==> config.mk <==
export PLATFORM = sky130hd
export DESIGN_NAME = store_monitor
export DESIGN_NICKNAME = d
export VERILOG_FILES = /design/src/rtl/store_monitor.sv
export SDC_FILE = /design/constraint.sdc
export NUM_CORES = 1
export LEC_CHECK = 0
export ABC_AREA = 1
export ABC_CLOCK_PERIOD_IN_PS = 3900
export CORE_MARGIN = 1
export CORE_UTILIZATION = 51
export DETAILED_ROUTE_END_ITERATION = 8
export PLACE_DENSITY = 0.86
export SLEW_MARGIN = 15
export SYNTH_ARGS = -nofsm -noshare
export SYNTH_HDL_FRONTEND = slang
export SYNTH_SLANG_ARGS = --single-unit
==> constraint.sdc <==
create_clock -name clk -period 3.9 [get_ports clk]
set_clock_uncertainty 0.15 [all_clocks]
set_input_delay 0.585 -clock clk [delete_from_list [all_inputs] [get_ports clk]]
set_output_delay 0.585 -clock clk [all_outputs]
set_load 0.02 [all_outputs]
==> src/rtl/store_monitor.sv <==
// ---------------------------------------------------------------------------
// store_monitor
//
// Passive observer on the core's data-memory write port. Every aligned word
// store that lands inside the result window [BASE_ADDR, BASE_ADDR+4*NUM_WORDS)
// is captured into a show-ahead FIFO. A per-word mask records which window
// words have been written, and done rises once every word has been written.
//
// Optional feature macro: STORE_MON_TIMESTAMP_EN
//   defined   : a 16-bit free-running cycle counter stamps each FIFO entry,
//               and rd_time presents the head entry's stamp
//   undefined : no counter or stamp storage; rd_time is tied to 0
//
// Ports
//   clk           system clock, rising edge
//   reset         asynchronous reset, active low
//   MemWrite      core store strobe
//   DataAdr       core store byte address
//   WriteData     core store data
//   rd_en         pop request (ignored while the FIFO is empty)
//   rd_valid      FIFO head valid
//   rd_index      window word index of the head entry
//   rd_data       store data of the head entry
//   rd_time       capture cycle stamp of the head entry
//   fifo_count    FIFO occupancy, 0..FIFO_DEPTH
//   written_mask  bit i set once window word i has been stored
//   done          every window word has been stored (holds until reset)
//   overflow      sticky: an in-window store was dropped on a full FIFO
//   misalign      sticky: an in-window store had DataAdr[1:0] != 0
// ---------------------------------------------------------------------------
module store_monitor #(
  parameter logic [31:0] BASE_ADDR  = 32'd160,
  parameter int          NUM_WORDS  = 20,
  parameter int          FIFO_DEPTH = 8
) (
  input  logic        clk,
  input  logic        reset,
  input  logic        MemWrite,
  input  logic [31:0] DataAdr,
  input  logic [31:0] WriteData,
  input  logic        rd_en,
  output logic        rd_valid,
  output logic [4:0]  rd_index,
  output logic [31:0] rd_data,
  output logic [15:0] rd_time,
  output logic [6:0]  fifo_count,
  output logic [31:0] written_mask,
  output logic        done,
  output logic        overflow,
  output logic        misalign
);

  localparam int          AW        = $clog2(FIFO_DEPTH);
  localparam logic [6:0]  DEPTH_C   = 7'(FIFO_DEPTH);
  // 33-bit bounds so the upper limit cannot wrap past 2^32.
  localparam logic [32:0] WIN_LO    = {1'b0, BASE_ADDR};
  localparam logic [32:0] WIN_HI    = WIN_LO + 33'(4 * NUM_WORDS);
  localparam logic [31:0] FULL_MASK = (NUM_WORDS >= 32) ? '1
                                    : 32'((64'd1 << NUM_WORDS) - 64'd1);

  typedef enum logic [1:0] {
    S_IDLE,
    S_COLLECT,
    S_DONE
  } state_t;

  // ---------------------------------------------------------------------
  // Store decode
  // ---------------------------------------------------------------------
  logic       in_win;
  logic       hit;
  logic       bad_align;
  logic [4:0] hit_idx;

  assign in_win    = ({1'b0, DataAdr} >= WIN_LO) && ({1'b0, DataAdr} < WIN_HI);
  assign hit       = MemWrite && in_win && (DataAdr[1:0] == 2'b00);
  assign bad_align = MemWrite && in_win && (DataAdr[1:0] != 2'b00);
  assign hit_idx   = 5'((DataAdr - BASE_ADDR) >> 2);

  // ---------------------------------------------------------------------
  // FIFO control
  // ---------------------------------------------------------------------
  logic [AW-1:0] wr_ptr_q, rd_ptr_q;
  logic [6:0]    count_q, count_d;
  logic          fifo_full, fifo_empty;
  logic          do_pop, do_push, drop;

  assign fifo_full  = (count_q == DEPTH_C);
  assign fifo_empty = (count_q == 7'd0);
  assign do_pop     = rd_en && !fifo_empty;
  // A pop on the same edge frees a slot, so a full FIFO still accepts a push.
  assign do_push    = hit && (!fifo_full || do_pop);
  assign drop       = hit && fifo_full && !do_pop;

  // NOTE: every variable assigned in always_comb gets a default first, so no
  // path through the block can leave it unassigned and infer a latch.
  always_comb begin
    count_d = count_q;
    case ({do_push, do_pop})
      2'b10:   count_d = count_q + 7'd1;
      2'b01:   count_d = count_q - 7'd1;
      default: count_d = count_q;
    endcase
  end

  // NOTE: sequential state uses non-blocking assignments so every register
  // samples pre-edge values regardless of statement order.
  always_ff @(posedge clk or negedge reset) begin
    if (!reset) begin
      wr_ptr_q <= '0;
      rd_ptr_q <= '0;
      count_q  <= '0;
    end else begin
      // Pointers are log2(FIFO_DEPTH) bits, so they wrap naturally.
      if (do_push) wr_ptr_q <= wr_ptr_q + AW'(1);
      if (do_pop)  rd_ptr_q <= rd_ptr_q + AW'(1);
      count_q <= count_d;
    end
  end

  // NOTE: the entry storage has no reset; an entry is only read while
  // count_q says it is valid, and the head outputs are gated with rd_valid.
  logic [4:0]  idx_mem  [FIFO_DEPTH];
  logic [31:0] data_mem [FIFO_DEPTH];

  always_ff @(posedge clk) begin
    if (do_push) begin
      idx_mem[wr_ptr_q]  <= hit_idx;
      data_mem[wr_ptr_q] <= WriteData;
    end
  end

  assign rd_valid   = !fifo_empty;
  assign rd_index   = rd_valid ? idx_mem[rd_ptr_q]  : '0;
  assign rd_data    = rd_valid ? data_mem[rd_ptr_q] : '0;
  assign fifo_count = count_q;

`ifdef STORE_MON_TIMESTAMP_EN
  logic [15:0] stamp_q;
  logic [15:0] time_mem [FIFO_DEPTH];

  always_ff @(posedge clk or negedge reset) begin
    if (!reset) stamp_q <= '0;
    else        stamp_q <= stamp_q + 16'd1;
  end

  always_ff @(posedge clk) begin
    if (do_push) time_mem[wr_ptr_q] <= stamp_q;
  end

  assign rd_time = rd_valid ? time_mem[rd_ptr_q] : '0;
`else
  assign rd_time = '0;
`endif

  // ---------------------------------------------------------------------
  // Written mask and sticky error flags
  // ---------------------------------------------------------------------
  logic [31:0] mask_q, mask_d;
  logic        overflow_q, misalign_q;

  // Re-stores to an already written word leave the mask unchanged; the mask
  // bit is set even when the FIFO drops the entry.
  assign mask_d = mask_q | (hit ? (32'd1 << hit_idx) : 32'd0);

  always_ff @(posedge clk or negedge reset) begin
    if (!reset) begin
      mask_q     <= '0;
      overflow_q <= 1'b0;
      misalign_q <= 1'b0;
    end else begin
      mask_q <= mask_d;
      if (drop)      overflow_q <= 1'b1;
      if (bad_align) misalign_q <= 1'b1;
    end
  end

  assign written_mask = mask_q;
  assign overflow     = overflow_q;
  assign misalign     = misalign_q;

  // ---------------------------------------------------------------------
  // Collection FSM with registered done
  // ---------------------------------------------------------------------
  state_t state_q;
  logic   done_q;

  always_ff @(posedge clk or negedge reset) begin
    if (!reset) begin
      state_q <= S_IDLE;
      done_q  <= 1'b0;
    end else begin
      case (state_q)
        S_IDLE: begin
          // A single-word window completes on its first hit.
          if (mask_d == FULL_MASK) begin
            state_q <= S_DONE;
            done_q  <= 1'b1;
          end else if (hit) begin
            state_q <= S_COLLECT;
          end
        end
        S_COLLECT: begin
          if (mask_d == FULL_MASK) begin
            state_q <= S_DONE;
            done_q  <= 1'b1;
          end
        end
        S_DONE: begin
          state_q <= S_DONE;
          done_q  <= 1'b1;
        end
        default: begin
          state_q <= S_IDLE;
          done_q  <= 1'b0;
        end
      endcase
    end
  end

  assign done = done_q;

endmodule

After elaboration in Yosys (flattened, before gate mapping). Memory sizes are Yosys's and may differ from the RTL's. Cells that the tools add are included.

Memory bits (read-only): 0. Memories: 2. RAM bits: 296. Flip-flop bits (word level): 50. Word-level logic and storage cells: 59. Latch bits: 0. Input port bits: 68. Output and inout bits: 96.

Memories: data_mem (words 8, width 32, read ports 1, clocked after Yosys merged registers in 0, write ports 1, line 124) `logic [31:0] data_mem [FIFO_DEPTH];`; idx_mem (words 8, width 5, read ports 1, clocked after Yosys merged registers in 0, write ports 1, line 123) `logic [4:0] idx_mem [FIFO_DEPTH];`.

Div/mod/pow operators: 0. Equality and inequality tests: 9. Add/sub/neg operators: 5. Reductions and logical operators: 19. Multiplexer cells: 12. Shifts and indexed selects: 1. Multiply operators: 0. $lt $le $gt $ge: 2. Bitwise gates (word level): 1.

Operators with widths (count): 32-bit 2-to-1 mux (2); 32-bit by 20-bit equality test with 1-bit output (second input constant) (1); 32-bit by 8-bit >= comparator with 1-bit output (second input constant) (1); 32-bit by 8-bit less-than comparator with 1-bit output (second input constant) (1); 32-bit OR (1); 1-bit by 5-bit left shift with 32-bit output (first input constant) (1); 7-bit case mux with 2 select lines (1); 1-bit logical AND (8); 7-bit by 1-bit adder with 7-bit output (second input constant) (1); 7-bit by 4-bit equality test with 1-bit output (second input constant) (1); 7-bit logical NOT (1); 7-bit by 1-bit subtractor with 7-bit output (second input constant) (1); 7-bit by 6-bit subtractor with 7-bit output (second input constant) (1); 3-bit by 1-bit adder with 3-bit output (second input constant) (2); 2-bit 2-to-1 mux (3); 2-bit case mux with 3 select lines (1); 5-bit 2-to-1 mux (1); 2-bit by 1-bit equality test with 1-bit output (second input constant) (2); 2-bit equality test (second input constant) (2); 2-bit logical NOT (2); 2-bit nonzero test (2); 1-bit logical NOT (3); 1-bit 2-to-1 mux (3); 3-bit inequality test (second input constant) (1); 6 further kinds (6).

Longest topological paths before layout. Gate-level depths: netlist (run 1).

Word-level depth: 9. Depth in mapped cells: 20. Gate-level depth less buffers: 19.

Worst setup path before layout (run 1). No wires, ideal clock.

Kind: in2reg. From: in DataAdr[10]. To: mem data_mem[3][0], enable pin. Buffers on the path: 0. Cell stages on the path: 7. Slack: -967 ps. Setup time: 477 ps. Data arrival time: 4240 ps. Required time: 3273 ps. Path through: nor4_1 > nand2_1 > nor4_1 > nand2_1 > nor2_2 > nand2_1 > nor3_1.

Cells in the longest elaborated chain, start to end: 7. Elaborated cells on any way between the ends: 8. Those cells by class: 2 x order compare; 2 x mux; 4 x reduce/logical.

RTL lines: from (decl) (line 39) `input logic [31:0] DataAdr,`; 32-bit by 8-bit >= comparator with 1-bit output / 32-bit by 8-bit less-than comparator with 1-bit output (equally long branches) (line 75) `assign in_win = ({1'b0, DataAdr} >= WIN_LO) && ({1'b0, DataAdr} < WIN_HI);`; 1-bit logical AND * (line 75); 1-bit logical AND * (2 in a row) (line 76) `assign hit = MemWrite && in_win && (DataAdr[1:0] == 2'b00);`; 1-bit logical AND * (line 92) `assign do_push = hit && (!fifo_full || do_pop);`; 1-bit 2-to-1 mux * (line 127) `if (do_push) begin`; 1-bit 2-to-1 mux (implied by the code) * (line 129) `data_mem[wr_ptr_q] <= WriteData;`; to (decl) (line 124).

Every way passes the cells marked *; elsewhere a longest branch is shown, timed or not.

Worst setup path after layout (run 1).
From: reg rd_ptr_q[0]. To: out rd_index[4].

Cells in the longest elaborated chain, start to end: 2.

RTL lines: from (decl) (line 83) `logic [AW-1:0] wr_ptr_q, rd_ptr_q;`; from (signal assigned) (line 116) `if (do_pop) rd_ptr_q <= rd_ptr_q + AW'(1);`; memory 8 x 5 bit; 5-bit 2-to-1 mux (line 134) `assign rd_index = rd_valid ? idx_mem[rd_ptr_q] : '0;`; to (decl) (line 43) `output logic [4:0] rd_index,`.

Every way passes these cells.

==> results.py, run 1 <==
metrics = {
    "floorplanning": {
        "fp.dieH_um": 169.4,
        "fp.coreArea_um2": 27250,
        "initial_core_util_pct": 52.46,
        "dieArea_um2": 28700,
        "ios": 164,
        "dieWidth_um": 169.4,
        "rows": 60,
    },
    "sta": {
        "drv_slew": 0,
        "setup_viol": 0,
        "setup_tns_ns": 0,
        "tightest_slew_ns": 0.7606,
        "timing.hold.ws_ns": 0.2608,
        "max_freq_ghz": 0.2660,
        "finalCriticalPeriod_ns": 3.759,
        "min_period_over_period_pct": 96.38,
        "final_hold_viol_count": 0,
        "rsz0062_at_grt": "no",
        "slew_headroom_pct": 49.29,
    },
    "layout": {
        "instances_no_fill": 1750,
        "synthToLayoutAreaGrowth_pct": 22.19,
        "nets": 1429,
        "drive_above_1_share_pct": 9.949,
        "stdcell_area_um2": 17470,
    },
    "clocking": {
        "clock-sinks": 346,
        "numCtsBuffers": 36,
        "cts_max_level": 2,
        "cts.reportedPaths.clkPinSlew_ns": 0.06,
        "ctsRootBufferMaster": "clkbuf_16",
        "tritoncts": "done",
        "clk_latency_ns": 0.51,
        "clockBufferDepth": 3,
        "postCtsSetupRepairBufs": 0,
    },
    "synth": {
        "synth_cells": 1208,
        "synth_ff_type": "edfxtp_1",
        "synth_area_um2": 14290,
        "synthTopCellsByArea": "edfxtp_1 62%, dfrtp_1 8.8%, nor2_1 6.9%, o21ai_0 6.2%, clkbuf_1 1.7%",
        "synth_compound_area_share_pct": 10.62,
        "synthXorXnorAreaFrac_pct": 0.5514,
        "synth_cell_type_count": 41,
        "synth_top_family_by_area": "simple AND/OR/NAND/NOR gates",
        "yosysWarnings": 0,
        "async_flop_share_pct": 14.45,
        "avgSynthCellArea_um2": 11.83,
        "synth_top_area_cell": "edfxtp_1",
        "ys_top_cells_by_count": "296 x edfxtp_1, 262 x nor2_1, 178 x o21ai_0",
        "yosysTopAreaCellShare_pct": 62.18,
        "synthAdderAreaFrac_pct": 1.015,
        "muxShareOfSynthArea_pct": 0,
        "yosysMostFrequentCell": "edfxtp_1",
        "synth-edff-count": 296,
        "synth_seq_area_share_pct": 70.93,
        "synth-seq-cells": 346,
        "yosys.area_share.simple_pct": 12.25,
    },
    "routing": {
        "drtIter0Drc": 926,
        "drtAntennaViolNets": 0,
        "via_count": 9786,
        "wl_um": 32230,
        "viasPerCell": 5.592,
        "wl_per_cell_um": 18.42,
        "drtPass1Iterations": 6,
        "remaining_drc_errors": 0,
    },
    "min_path": {
        "min_path_type": "register to register",
    },
    "placed_design": {
        "placed_area_um2": 16280,
        "io_buffers": 147,
        "hpwl_um": 19130,
        "gp_congestion": 0.8685,
        "post-place-cells": 1683,
    },
    "critical_path": {
        "cpMostUsedCell": "o21ai_0",
        "critPathCaptureType": "output port",
        "path_class": "register to output port",
        "critPathMaxStageDelay_ns": 0.74,
        "critPathSlowestCell": "clkdlybuf4s50_1",
        "arrival_ns": 3.02,
        "startpoint_type": "register",
        "worstPathCellList": "buf_16 > o21ai_0 > o22ai_1 > o21ai_0 > a31oi_1 > clkdlybuf4s50_1",
        "cp.required_ns": 3.16,
        "rrSetupSlack_ns": 0.94,
        "crit_path_max_fanout": 150,
    },
    "global_route": {
        "grt_antenna_before_repair": 2,
        "grt_overflow": 0,
        "grt_pass1_vias": 9810,
        "grt.total_usage_pct": 22.74,
        "grt_max_degree": 151,
        "grt_pass1_wl_um": 50770,
    },
    "pwr": {
        "pwr_density_cell_nw_per_um2": 670.6,
        "vdd_ir_drop_max_uv": 597.2,
        "leakage_uw": 0.006252,
    },
    "status": {
        "status": "complete, no violations",
    },
    "run": {
        "maxCapViolCount": 0,
    },
}
-- layout by cell type (no fill, tap or decap), types with 11 or more instances in the layout --
cell type        synthesis  layout
nand3_1                 27      27
inv_1                   50      47
conb_1                   1      16
o21ai_1                 17      17
clkdlybuf4s50_1          0     146
edfxtp_1               296     296
nand2_1                 60      60
clkbuf_16                0      36
o21ai_0                178     178
buf_4                   16      25
nand2_2                 17      17
o22ai_1                 37      37
a31oi_1                 37      37
dfrtp_1                 50      48
nor3_1                  19      11
nor2_1                 262     262
-- stage by stage --
| stage | total power [µW] | utilization (%) | worst slack (ns) |
|---|---|---|---|
| 2_1_floorplan | 6699 | - | -0.9672 |
| 3_3_place_gp | 8253 | 59.72 | 0.2371 |
| 3_5_place_dp | 8370 | 59.72 | 0.06732 |
| 4_1_cts | 11740 | 64.05 | 0.06815 |
| 5_1_grt | 12270 | 64.09 | 0.009617 |
| 6_report | 11710 | 64.10 | 0.1412 |
-- final cells by class --
cell class	count	area [µm²]
Sequential cell	346	10140
Tap cell	372	465.4
Fill cell	1901	9784
Clock buffer	44	930.9
Clock inverter	21	234.0
Inverter	54	206.4
Multi-Input combinational cell	728	3600
Timing Repair Buffer	184	1883
Antenna cell	1	2.502
-- power breakdown --
part	switching [µW]	internal [µW]
Combinational	2610	1620
Clock	1370	1980
Sequential	62.4	4080
Total	4040	7670
-- final timing paths --
kind,start,to,cells after the start
hold / removal,written_mask[23],written_mask[23],0
max in group asynchronous,reset,rd_ptr_q[0],3
setup reg to reg,fifo_count[4],fifo_count[5],16
setup / recovery,rd_ptr_q[0],rd_index[4],6
hold reg to reg,written_mask[23],written_mask[23],0
min in group asynchronous,reset,written_mask[31],2
-- registers in the layout (all words and copies together) (netlist names) --
name	count
idx_mem	40
done	1
written_mask	32
fifo_count	7
state_q	2
data_mem	256
rd_ptr_q	3
overflow	1
misalign	1
wr_ptr_q	3
-- cells by family (layout without fill, tap and decap cells) --
| family | count (synthesis) | count (layout) |
|---|---|---|
| other cells | 1 | 17 |
| buf+inv | 149 | 303 |
| simple gates | 412 | 412 |
| flops | 346 | 346 |
| xor+xnor | 9 | 9 |
| fa+ha+maj | 11 | 11 |
| compound gates | 280 | 280 |
-- per-layer routing --
metal  track usage, %  wire, µm
met5                0        13
met1            27.48     12730
met3            5.644      2535
met4            7.638       831
met2            39.81     16130
-- what timing repair did --
action / in CTS / in global routing
gates cloned: 0 / 0
setup endpoints to repair: 1 / 5
resized for setup: 1 / 3
endpoints found under the hold margin: 6 / 0
hold buffers: 1 / 0
-- critical path: cells and delay by family, from the launching register on --
family	cells	cell delay (ns)
buffers and inverters	2	1.21
AOI/OAI and AO/OA	4	0.82
DFF	1	0.45
No activity file was read; power rests on OpenSTA's default activity.
==> inputs of run 2 (changes only) <==
- CAP_MARGIN: unset -> 20
- CTS_BUF_LIST: unset -> sky130_fd_sc_hd__clkbuf_8
==> run 2 against run 1 <==
Effect of this change:
- final cell count up 1.8%
- sequential power about the same
- design area down 0.28%
- die area unchanged
- sequential cell count unchanged
- largest cell class unchanged
- via count up 0.24%
- critical path depth unchanged
- global-route usage down 0.15 points
- non-clock buffer count unchanged
- combinational power about the same
- register-to-register slack worse by 0.03 ns
- total power down 2.5%
==> results.py, run 2 (synthesized netlist as in run 1, its figures left out) <==
metrics = {
    "floorplanning": {
        "initial_core_util_pct": 52.46,
        "ios": 164,
        "fp.dieH_um": 169.4,
        "fp.coreArea_um2": 27250,
        "dieWidth_um": 169.4,
        "dieArea_um2": 28700,
        "rows": 60,
    },
    "run": {
        "maxCapViolCount": 0,
    },
    "global_route": {
        "grt_pass1_wl_um": 50360,
        "grt_antenna_before_repair": 0,
        "grt_max_degree": 151,
        "grt_pass1_vias": 9957,
        "grt.total_usage_pct": 22.59,
        "grt_overflow": 0,
    },
    "layout": {
        "final_cell_mix": "296 x edfxtp_1, 262 x nor2_1, 178 x o21ai_0",
        "layout_commonest_cell": "edfxtp_1",
        "synthToLayoutAreaGrowth_pct": 21.85,
        "diodes": 0,
        "drive_above_1_share_pct": 11.84,
        "nets": 1446,
        "stdcell_area_um2": 17420,
        "fillers": 1887,
        "top_register": "data_mem",
        "largest_reg_flops": 256,
    },
    "clocking": {
        "postCtsSetupRepairBufs": 0,
        "clockBufferDepth": 3,
        "cts.reportedPaths.clkPinSlew_ns": 0.06,
        "cts_max_level": 2,
        "ctsRootBufferMaster": "clkbuf_8",
        "tritoncts": "done",
        "clock-sinks": 346,
        "clk_latency_ns": 0.59,
        "numCtsBuffers": 53,
    },
    "sta": {
        "rsz0062_at_grt": "no",
        "final_hold_viol_count": 0,
        "tightest_slew_ns": 0.7548,
        "slew_headroom_pct": 49.68,
        "setup_viol": 0,
        "drv_slew": 0,
        "min_period_over_period_pct": 97.10,
        "finalCriticalPeriod_ns": 3.787,
        "max_freq_ghz": 0.2641,
    },
    "placed_design": {
        "gp_congestion": 0.8685,
        "placed_area_um2": 16280,
        "io_buffers": 147,
        "hpwl_um": 19130,
    },
    "critical_path": {
        "r2r-start": "fifo_count[4]",
        "arrival_ns": 3.05,
        "cp-startpoint": "rd_ptr_q[0]",
        "crit_path_max_fanout": 150,
        "cp.required_ns": 3.16,
        "critPathCaptureType": "output port",
        "path_class": "register to output port",
        "startpoint_type": "register",
    },
    "pwr": {
        "p_total_uw": 11420,
        "vdd_ir_drop_max_uv": 567.8,
        "leakage_uw": 0.006319,
        "pwr_density_cell_nw_per_um2": 655.8,
    },
    "min_path": {
        "min_path_type": "register to register",
        "hold_path.startpoint": "written_mask[23]",
    },
    "routing": {
        "via_count": 9809,
        "drtPass1Iterations": 5,
        "wl_per_cell_um": 18.01,
        "viasPerCell": 5.504,
        "wl_um": 32090,
        "remaining_drc_errors": 0,
        "drtIter0Drc": 931,
        "drtAntennaViolNets": 0,
    },
    "status": {
        "status": "complete, no violations",
    },
}
[run 2: metrics by stage]
| stage | hold WS, ns | cells | setup slack, ns | utilization, % | setup TNS, ns |
|---|---|---|---|---|---|
| after CTS | 0.2604 | 1782 | 0.05312 | 63.81 | 0 |
| after global routing | 0.2653 | 1782 | 0.0002689 | 63.92 | 0 |
| after global placement | 0.2377 | 1683 | 0.2371 | 59.72 | 0 |
| final | 0.2605 | 1782 | 0.1133 | 63.92 | 0 |
| after detailed placement | 0.2470 | 1683 | 0.06732 | 59.72 | 0 |
| after floorplan | 0.1394 | 1223 | -0.9672 | - | -250.19 |
[run 2: layout make-up]
class                      instances  area [µm²]  area share [%]
clock buffer                      55       757.0           4.346
clock inverter                    43       342.8           1.968
inverter                          54       209.0           1.200
multi-input combinational        728        3606           20.70
sequential                       346       10140           58.24
tap                              372       465.4           2.672
timing repair buffer             184        1893           10.87
[run 2: worst max-delay path: stages, from the launching register on]
cell and delay (ns):
dfrtp_4 0.46, buf_16 0.44, o21ai_0 0.20, o22ai_1 0.24
o21ai_1 0.09, a31oi_1 0.30, clkdlybuf4s50_1 0.68
[run 2: worst paths after layout]
check                                         to  slack [ns]  cells after the start
worst max register to register     fifo_count[5]        0.91                     16
worst min register to register  written_mask[23]        0.26                      0
max in group asynchronous            rd_ptr_q[0]        2.39                      3
worst min-delay path            written_mask[23]        0.26                      0
min in group asynchronous       written_mask[29]        0.46                      2
worst max-delay path                 rd_data[30]        0.11                      6
[run 2: what timing repair did]
item,in CTS,in global routing
endpoints found under the setup margin,1,19
hold buffers,1,0
gates resized for setup,1,9
endpoints found under the hold margin,33,0
[run 2: where the power goes]
group          internal (µW)  total (µW)  switching, µW
Clock                   1670        3070           1410
Combinational           1610        4210           2600
Sequential              4080        4140           64.3
Total                   7360       11400           4070
[run 2: layer usage]
layer,wire [µm],up-vias,global-route usage [%],part of all wire [%]
met2,16130,478,39.47,50
li1,-,4582,-,-
met4,637,0,7.716,2.0
met3,2897,59,5.900,9.0
met1,12420,4690,27.12,39
met5,0,-,0,0
==> inputs of run 3 (changes only) <==
- CORE_ASPECT_RATIO: unset -> 1.75
- CORE_UTILIZATION: 51 -> 52
- PLACE_DENSITY: 0.86 -> 0.88
==> run 3 against run 2 <==
Effect of this change:
- clock power fell by 14%
- largest cell class unchanged
- via count rose by 0.35%
- count of clock-buffer cells in the layout fell by 2
- sequential cell count did not move
- critical path type unchanged
- routed wire length rose by 1.9%
- critical path depth did not move
- worst setup slack got worse by 0.059 ns
==> results.py, run 3 (synthesized netlist as in run 1, its figures left out) <==
metrics = {
    "status": {
        "status": "complete, no violations",
    },
    "routing": {
        "via_count": 9843,
        "drtIter0Drc": 943,
        "viasPerCell": 5.542,
        "wl_per_cell_um": 18.41,
        "remaining_drc_errors": 0,
        "drtPass1Iterations": 5,
        "drtAntennaViolNets": 0,
        "wl_um": 32690,
    },
    "pwr": {
        "leakage_uw": 0.006218,
        "pwr_density_cell_nw_per_um2": 636.6,
        "vdd_ir_drop_max_uv": 455.1,
    },
    "placed_design": {
        "io_buffers": 147,
        "post-place-cells": 1685,
        "hpwl_um": 20460,
        "gp_congestion": 0.8711,
    },
    "floorplanning": {
        "fp.coreArea_um2": 27130,
        "ios": 164,
        "fp.dieH_um": 221.3,
        "rows": 80,
        "dieWidth_um": 127.3,
        "dieArea_um2": 28180,
        "initial_core_util_pct": 52.70,
    },
    "sta": {
        "drv_slew": 0,
        "setup_viol": 0,
        "finalCriticalPeriod_ns": 3.846,
        "slew_headroom_pct": 59.05,
        "final_hold_viol_count": 0,
        "rsz0062_at_grt": "yes",
        "timing.hold.ws_ns": 0.2563,
        "max_freq_ghz": 0.2600,
        "tightest_slew_ns": 0.6143,
        "min_period_over_period_pct": 98.62,
    },
    "layout": {
        "regArea_um2": 10140,
        "drive_above_1_share_pct": 11.40,
        "instances_no_fill": 1776,
        "layout_commonest_cell": "edfxtp_1",
        "synthToLayoutAreaGrowth_pct": 20.56,
        "multi_input_area_um2": 3606,
        "largest_reg_flops": 256,
        "fillers": 1877,
        "final_cell_mix": "296 x edfxtp_1, 262 x nor2_1, 178 x o21ai_0",
        "top_register": "data_mem",
        "nets": 1445,
    },
    "clocking": {
        "clk_latency_ns": 0.59,
        "tritoncts": "done",
        "cts.reportedPaths.clkPinSlew_ns": 0.06,
        "postCtsSetupRepairBufs": 0,
        "clock-sinks": 346,
        "numCtsBuffers": 47,
        "clockBufferDepth": 3,
        "ctsRootBufferMaster": "clkbuf_8",
        "cts_max_level": 2,
    },
    "critical_path": {
        "reg2reg_depth": 16,
        "rrSetupSlack_ns": 1.01,
        "startpoint_type": "register",
        "r2r-start": "fifo_count[5]",
        "timing.rr.end": "fifo_count[6]",
        "cp-endpoint": "rd_data[0]",
        "crit_path_max_fanout": 34,
        "cp-startpoint": "rd_ptr_q[0]",
        "path_class": "register to output port",
        "arrival_ns": 3.11,
        "critPathCaptureType": "output port",
        "cp.required_ns": 3.16,
    },
    "global_route": {
        "grt_pass1_wl_um": 51270,
        "grt_max_degree": 76,
        "grt.total_usage_pct": 23.55,
        "grt_overflow": 0,
        "grt_antenna_before_repair": 4,
        "grt_pass1_vias": 10220,
    },
    "min_path": {
        "min_path_type": "register to register",
    },
    "run": {
        "maxCapViolCount": 0,
    },
}
run 3: changes by cell type in the layout (fill, tap and decap cells not counted), moves of 5 or more:
cell      previous run  this run
clkinv_2            15         7
buf_4               25        32
clkinv_1            10         5
inv_1               56        61
run 3: power breakdown:
| group | switching [µW] | internal [µW] |
|---|---|---|
| combinational | 2550 | 1600 |
| sequential | 107 | 4080 |
| clock | 1310 | 1320 |
run 3: worst min path at each step:
| stage | from | endpoint | slack, ns | cells after the start |
|---|---|---|---|---|
| floorplan | reset | done | 0.14 | 0 |
| global placement | written_mask[21] | written_mask[21] | 0.24 | 0 |
| detailed placement | written_mask[28] | written_mask[28] | 0.24 | 0 |
| CTS | reset | fifo_count[3] | 0.05 | 1 |
| global route | written_mask[23] | written_mask[23] | 0.27 | 0 |
| finish | written_mask[28] | written_mask[28] | 0.26 | 0 |
run 3: worst max-delay path, cell delays in order (launching register included):
cell,delay (ns)
dfrtp_4,0.65
buf_4,0.41
o21ai_0,0.16
o22ai_1,0.16
o21ai_0,0.14
a31oi_1,0.27
clkdlybuf4s50_1,0.71
run 3: final cells by class:
cell class	instances	area share, %
timing repair buffer	189	10.97
inverter	54	1.220
antenna	4	0.05808
multi-input combinational	728	20.92
sequential	346	58.86
clock inverter	33	1.053
clock buffer	53	4.233
tap	369	2.679
run 3: metal layers:
layer	share of wire [%]	track usage, %
met4	3.9	12.79
met5	0	0
met3	6.3	4.159
met1	35	25.32
met2	54	43.12
run 3: repair_timing:
item                                   in CTS  in global routing
cloned                                      0                  0
setup endpoints to repair                   8                 15
resized for setup                           2                  6
endpoints found under the hold margin       0                 50
hold buffers                                0                  1
run 3: metrics by stage:
| stage | area (µm²) | setup TNS, ns | setup slack (ns) | total power, µW | util (%) |
|---|---|---|---|---|---|
| final | 17230 | 0 | 0.05396 | 10970 | 63.53 |
| after global routing | 17230 | -0.01481 | -0.009992 | 11520 | 63.53 |
| after CTS | 17190 | -0.01706 | -0.01334 | 10980 | 63.38 |
| after detailed placement | 16270 | 0 | 0.08045 | 8350 | 59.99 |
| after global placement | 16270 | 0 | 0.2045 | 8212 | 59.99 |
| after floorplan | 14360 | -250.19 | -0.9672 | 6699 | - |
